$ cat config.mk
export PLATFORM = sky130hd
export DESIGN_NAME = mem_arbiter
export DESIGN_NICKNAME = d
export VERILOG_FILES = /design/src/rtl/mem_arbiter.sv
export SDC_FILE = /design/constraint.sdc
export NUM_CORES = 1
export LEC_CHECK = 0
export BUFFER_PORTS_ARGS = -buffer_cell sky130_fd_sc_hd__clkbuf_2
export CORE_AREA = 2 2 145 105
export CTS_CLUSTER_SIZE = 8
export DETAILED_ROUTE_END_ITERATION = 8
export DIE_AREA = 0 0 147 107
export PLACE_DENSITY = 0.69
export SLEW_MARGIN = 5
export SYNTH_ARGS = -nofsm -noshare
export SYNTH_HDL_FRONTEND = slang
export SYNTH_SLANG_ARGS = --single-unit
$ cat constraint.sdc
create_clock -name clk -period 2 [get_ports clk]
set_clock_uncertainty 0.15 [all_clocks]
set_input_delay 0.3 -clock clk [delete_from_list [all_inputs] [get_ports clk]]
set_output_delay 0.3 -clock clk [all_outputs]
set_load 0.005 [all_outputs]
$ cat src/rtl/mem_arbiter.sv
// Round-robin arbiter giving the mips core (m0) and a second master (m1) the shared exmemory port.
// Latency: req sampled in IDLE -> ack MEM_LAT+2 cycles later; one transaction in flight at a time.
// Backpressure: masters hold req until ack. `MEM_ARBITER_STATS_EN adds grant/conflict counters.
module mem_arbiter #(
  parameter int MEM_LAT = 1,
  parameter int ADDR_W  = 16,
  parameter int DATA_W  = 32
) (
  input  logic              clk,
  input  logic              reset,
  input  logic              m0_req,
  input  logic              m0_we,
  input  logic [1:0]        m0_mode,
  input  logic [ADDR_W-1:0] m0_addr,
  input  logic [DATA_W-1:0] m0_wdata,
  output logic              m0_ack,
  output logic [DATA_W-1:0] m0_rdata,
  input  logic              m1_req,
  input  logic              m1_we,
  input  logic [1:0]        m1_mode,
  input  logic [ADDR_W-1:0] m1_addr,
  input  logic [DATA_W-1:0] m1_wdata,
  output logic              m1_ack,
  output logic [DATA_W-1:0] m1_rdata,
  output logic              mem_we,
  output logic [1:0]        mem_mode,
  output logic [ADDR_W-1:0] mem_addr,
  output logic [DATA_W-1:0] mem_wdata,
  input  logic [DATA_W-1:0] mem_rdata
`ifdef MEM_ARBITER_STATS_EN
  ,
  output logic [15:0]       grant_cnt0,
  output logic [15:0]       grant_cnt1,
  output logic [15:0]       conflict_cnt
`endif
);

  localparam logic [1:0] IDLE  = 2'd0;
  localparam logic [1:0] ISSUE = 2'd1;
  localparam logic [1:0] WAIT  = 2'd2;
  localparam logic [1:0] RESP  = 2'd3;
  localparam logic [2:0] LAT_LOAD = 3'(MEM_LAT);

  logic [1:0]        state;
  logic              last;
  logic              sel;
  logic              lat_we;
  logic [1:0]        lat_mode;
  logic [ADDR_W-1:0] lat_addr;
  logic [DATA_W-1:0] lat_wdata;
  logic [2:0]        cnt;
  logic              any_req;
  logic              both_req;
  logic              winner;
  logic              busy;

  assign any_req  = m0_req | m1_req;
  assign both_req = m0_req & m1_req;
  // On a tie the master not served last wins; otherwise whoever is asking.
  assign winner   = both_req ? ~last : m1_req;

  always_ff @(posedge clk or negedge reset) begin
    if (!reset) begin
      state     <= IDLE;
      last      <= 1'b1;
      sel       <= 1'b0;
      lat_we    <= 1'b0;
      lat_mode  <= 2'b00;
      lat_addr  <= '0;
      lat_wdata <= '0;
      cnt       <= 3'd0;
      m0_rdata  <= '0;
      m1_rdata  <= '0;
    end else begin
      case (state)
        IDLE: begin
          if (any_req) begin
            sel       <= winner;
            lat_we    <= winner ? m1_we    : m0_we;
            lat_mode  <= winner ? m1_mode  : m0_mode;
            lat_addr  <= winner ? m1_addr  : m0_addr;
            lat_wdata <= winner ? m1_wdata : m0_wdata;
            state     <= ISSUE;
          end
        end
        ISSUE: begin
          cnt   <= LAT_LOAD;
          state <= (MEM_LAT > 0) ? WAIT : RESP;
        end
        WAIT: begin
          cnt <= cnt - 3'd1;
          if (cnt <= 3'd1) state <= RESP;
        end
        RESP: begin
          if (!lat_we) begin
            if (sel) m1_rdata <= mem_rdata;
            else     m0_rdata <= mem_rdata;
          end
          last  <= sel;
          state <= IDLE;
        end
        default: state <= IDLE;
      endcase
    end
  end

  // Bus outputs decode straight from state so reset kills mem_we without waiting for a clock.
  assign busy      = (state != IDLE);
  assign mem_we    = (state == ISSUE) & lat_we;
  assign mem_mode  = busy ? lat_mode  : 2'b00;
  assign mem_addr  = busy ? lat_addr  : '0;
  assign mem_wdata = busy ? lat_wdata : '0;
  assign m0_ack    = (state == RESP) & ~sel;
  assign m1_ack    = (state == RESP) & sel;

`ifdef MEM_ARBITER_STATS_EN
  always_ff @(posedge clk or negedge reset) begin
    if (!reset) begin
      grant_cnt0   <= 16'd0;
      grant_cnt1   <= 16'd0;
      conflict_cnt <= 16'd0;
    end else if (state == IDLE) begin
      if (any_req && !winner && grant_cnt0 != 16'hFFFF) grant_cnt0 <= grant_cnt0 + 16'd1;
      if (any_req && winner && grant_cnt1 != 16'hFFFF)  grant_cnt1 <= grant_cnt1 + 16'd1;
      if (both_req && conflict_cnt != 16'hFFFF)         conflict_cnt <= conflict_cnt + 16'd1;
    end
  end
`endif

endmodule

==> flow_summary_export.csv <==
group,metric,value,unit
yosys,synth_area,5620,um^2
routing,viasPerCell,4.75,
cts,clock-root-buffer,"clkbuf_16",
cts,clock_path_buffers,2,
timing,holdWs,26.4,ps
cts,cts_buffers,17,
routing,routed_wl,16.4,mm
critical_path,startpoint_type,"register",
yosys,postSynthCellCount,510,
cells_and_area,nNetsFinal,995,
grt,grt_usage,0.213,
timing,layout_min_cycle_time,1920,ps
floorplan,core_area,14400,um^2
min_path,min_path_type,"input pin to register",
cts,clk_pin_slew,60,ps
routing,drt_pass1_iterations,4,
grt,antenna_found_initial,0,
pwr,power_frac_seq,0.329,
placed_design,dp_cells,939,
timing,slew_headroom,0.684,
timing,max_clock_freq,521,MHz
pwr,cell_internal_pwr,8.93,mW
routing,drcViolationCount,0,
yosys,synth.yosys.seq_area_share,0.543,
pwr,leakage,4.27,nW
floorplan,die_w,147,um
routing,drt_iter0_drc,252,
floorplan,fp.dieH,107,um
run,maxCapViolCount,0,
placed_design,dpl.hpwl,10.6,mm
placed_design,io_buffers,254,
routing,routed-wl-met3,825,um
timing,worstMarginPinSlew,473,ps
yosys,syn_avg_cell_area,11.0,um^2
floorplan,row_count,37,
yosys,ys_warn_count,0,
pwr,p_total,13.5,mW
floorplan,io_pins,255,
grt,grt_max_degree,86,
critical_path,arrival,1470,ps
timing,hold_viol,0,
routing,highest_layer,"met4",
cells_and_area,syn_to_final_growth,54.5,%
timing,rsz0062_at_grt,"true",
routing,wl_met1,7.06,mm
cts,clock-sinks,122,
critical_path,worstSetupPathType,"register to output port",
cells_and_area,final_cells,1058,
routing,vias,5024,
cts,cts_tree,"done",
grt,grt_pass1_wl,26.6,mm
timing,fin_crit_sh,0.960,
pwr,p_per_area,1560,nW/um^2
cells_and_area,diodes,0,
grt,first_global_vias,5270,
yosys,synth_seq_cells,122,
floorplan,die_area,15700,um^2
cts,clkLatencyLatePin,410,ps
critical_path,worst-path-max-fanout,18,
pwr,p_comb_frac,0.434,
routing,ant_nets,0,
critical_path,end_kind,"output port",
pwr,p_sw,4.61,mW
yosys,synthesis.nets,655,
critical_path,cp_data_required_time,1550,ps
pwr,p_sw_frac,0.340,
outcome,outcome,"complete, no violations",
cells_and_area,drive_gt1_frac,0.451,
cts,htree_levels,4,
placed_design,gp_congestion,0.811,
pwr,vdd.ir_drop.worst,709,uV
yosys,ys_types,29,
timing,finalSetupViolations,0,
routing,routed-wl-met2,8.31,mm
routing,wl_per_cell,15.5,um
grt,gr-total-overflow,0,
timing,slew_viol_final,0,
floorplan,initial_core_util,0.392,
pwr,p_clk_frac,0.238,
==> state kept, by name, summed over array words and instances, names as in the netlist <==
signal	count
lat_wdata	32
cnt	3
state	2
lat_mode	2
lat_we	1
last	1
lat_addr	16
sel	1
m0_rdata	32
m1_rdata	32
==> power by group through the flow <==
| stage | logic [mW] | clock network [mW] | registers [mW] |
|---|---|---|---|
| final | 5.88 | 3.22 | 4.45 |
| after global routing | 6.50 | 3.43 | 4.59 |
| after CTS | 5.82 | 3.30 | 4.43 |
| after detailed placement | 5.57 | 0 | 4.47 |
| after global placement | 5.48 | 0 | 4.43 |
| after floorplan | 3.19 | 0 | 4.38 |
==> Yosys cell counts <==
cell / instances / area share
and2_1: 1 / 0.0011
o32a_1: 1 / 0.0018
nand3_1: 1 / 0.00089
nor2b_4: 1 / 0.0024
o2bb2ai_1: 1 / 0.0016
o21ai_1: 1 / 0.00089
mux2_4: 30 / 0.080
dfrtp_1: 121 / 0.54
buf_6: 4 / 0.0080
ha_1: 7 / 0.016
a22o_1: 1 / 0.0016
a21oi_1: 103 / 0.092
dfstp_2: 1 / 0.0047
nand3b_2: 1 / 0.0020
nand2_1: 51 / 0.034
buf_2: 23 / 0.020
a21bo_2: 1 / 0.0018
inv_1: 5 / 0.0033
mux2_2: 36 / 0.072
a21boi_2: 1 / 0.0020
nor2_1: 52 / 0.035
and2_2: 1 / 0.0013
nand3b_1: 2 / 0.0027
buf_12: 3 / 0.011
o21ai_0: 2 / 0.0018
nor2b_2: 1 / 0.0016
nor2b_1: 50 / 0.056
o21a_1: 3 / 0.0040
clkbuf_1: 5 / 0.0033
==> cell type report <==
type                       instances  area [um^2]
tap                              195          244
timing repair buffer             356         2390
clock inverter                    14          185
fill                            1180         5660
multi-input combinational        348         2370
clock buffer                      18          429
sequential                       122         3050
inverter                           5         18.8
==> metrics by stage <==
step	area [um^2]	TNS (ps)	util	worst slack [ps]
after floorplan	5620	0	-	268
after global placement	7160	0	0.499	209
after detailed placement	7160	0	0.499	158
after CTS	8650	0	0.603	8.10
after global routing	8690	-21.7	0.605	-9.79
final	8690	0	0.605	79.3
==> worst max-delay path: stages, from the launching register on <==
cell and delay [ps]:
dfrtp_1 350, inv_1 80, ha_4 200, buf_12 160, nor2b_1 130, clkbuf_2 130
==> routing by layer <==
| layer | vias up | GRT usage |
|---|---|---|
| met3 | 22 | 0.0579 |
| met4 | 0 | 0.0701 |
| met5 | - | 0 |
| li1 | 2394 | - |
| met1 | 2448 | 0.266 |
| met2 | 160 | 0.363 |
==> cell families (layout without fill, tap and decap cells) <==
group | after synthesis | in the layout | synth area share
AO/OA/AOI/OAI | 114 | 114 | 0.107
buffers and inverters | 40 | 393 | 0.0458
adder cells (fa/ha/maj) | 7 | 7 | 0.0156
AND/OR/NAND/NOR | 161 | 161 | 0.136
multiplexers | 66 | 66 | 0.152
flip-flops | 122 | 122 | 0.543
==> layout by cell type, fill, tap and decap left out, drive strengths merged <==
cell type | netlist | final
a21bo | 1 | 1
a21boi | 1 | 1
a21oi | 103 | 103
a22o | 1 | 1
and2 | 2 | 2
buf | 30 | 19
bufinv | 0 | 3
clkbuf | 5 | 271
clkinv | 0 | 3
clkinvlp | 0 | 2
dfrtp | 121 | 121
dfstp | 1 | 1
dlygate4sd3 | 0 | 84
ha | 7 | 7
inv | 5 | 11
mux2 | 66 | 66
nand2 | 51 | 51
nand3 | 1 | 1
nand3b | 3 | 3
nor2 | 52 | 52
nor2b | 52 | 52
o21a | 3 | 3
o21ai | 3 | 3
o2bb2ai | 1 | 1
o32a | 1 | 1
==> worst paths after layout <==
kind	from	slack [ps]	end	depth (start not counted)
max in group asynchronous	reset	1010	last$_DFFE_PN1N_	3
worst min-delay path	m1_addr[0]	30	lat_addr[0]$_DFFE_PN0P_	3
worst min register to register	m1_rdata[15]$_DFFE_PN0P_	350	m1_rdata[15]$_DFFE_PN0P_	1
worst max register to register	state[0]$_DFFE_PN0P_	140	m0_rdata[31]$_DFFE_PN0P_	6
min in group asynchronous	reset	330	m0_rdata[1]$_DFFE_PN0P_	3
worst max-delay path	state[1]$_DFFE_PN0P_	80	mem_wdata[11]	5
==> what timing repair did <==
action | 4_1_cts | 5_1_grt
setup endpoints to repair | 50 | 50
setup buffers | 2 | 1
hold endpoints to repair | 234 | 0
pin swaps | 1 | 1
hold buffers | 84 | 0
resized for setup | 4 | 11
Power figures use the tool's default switching activity.
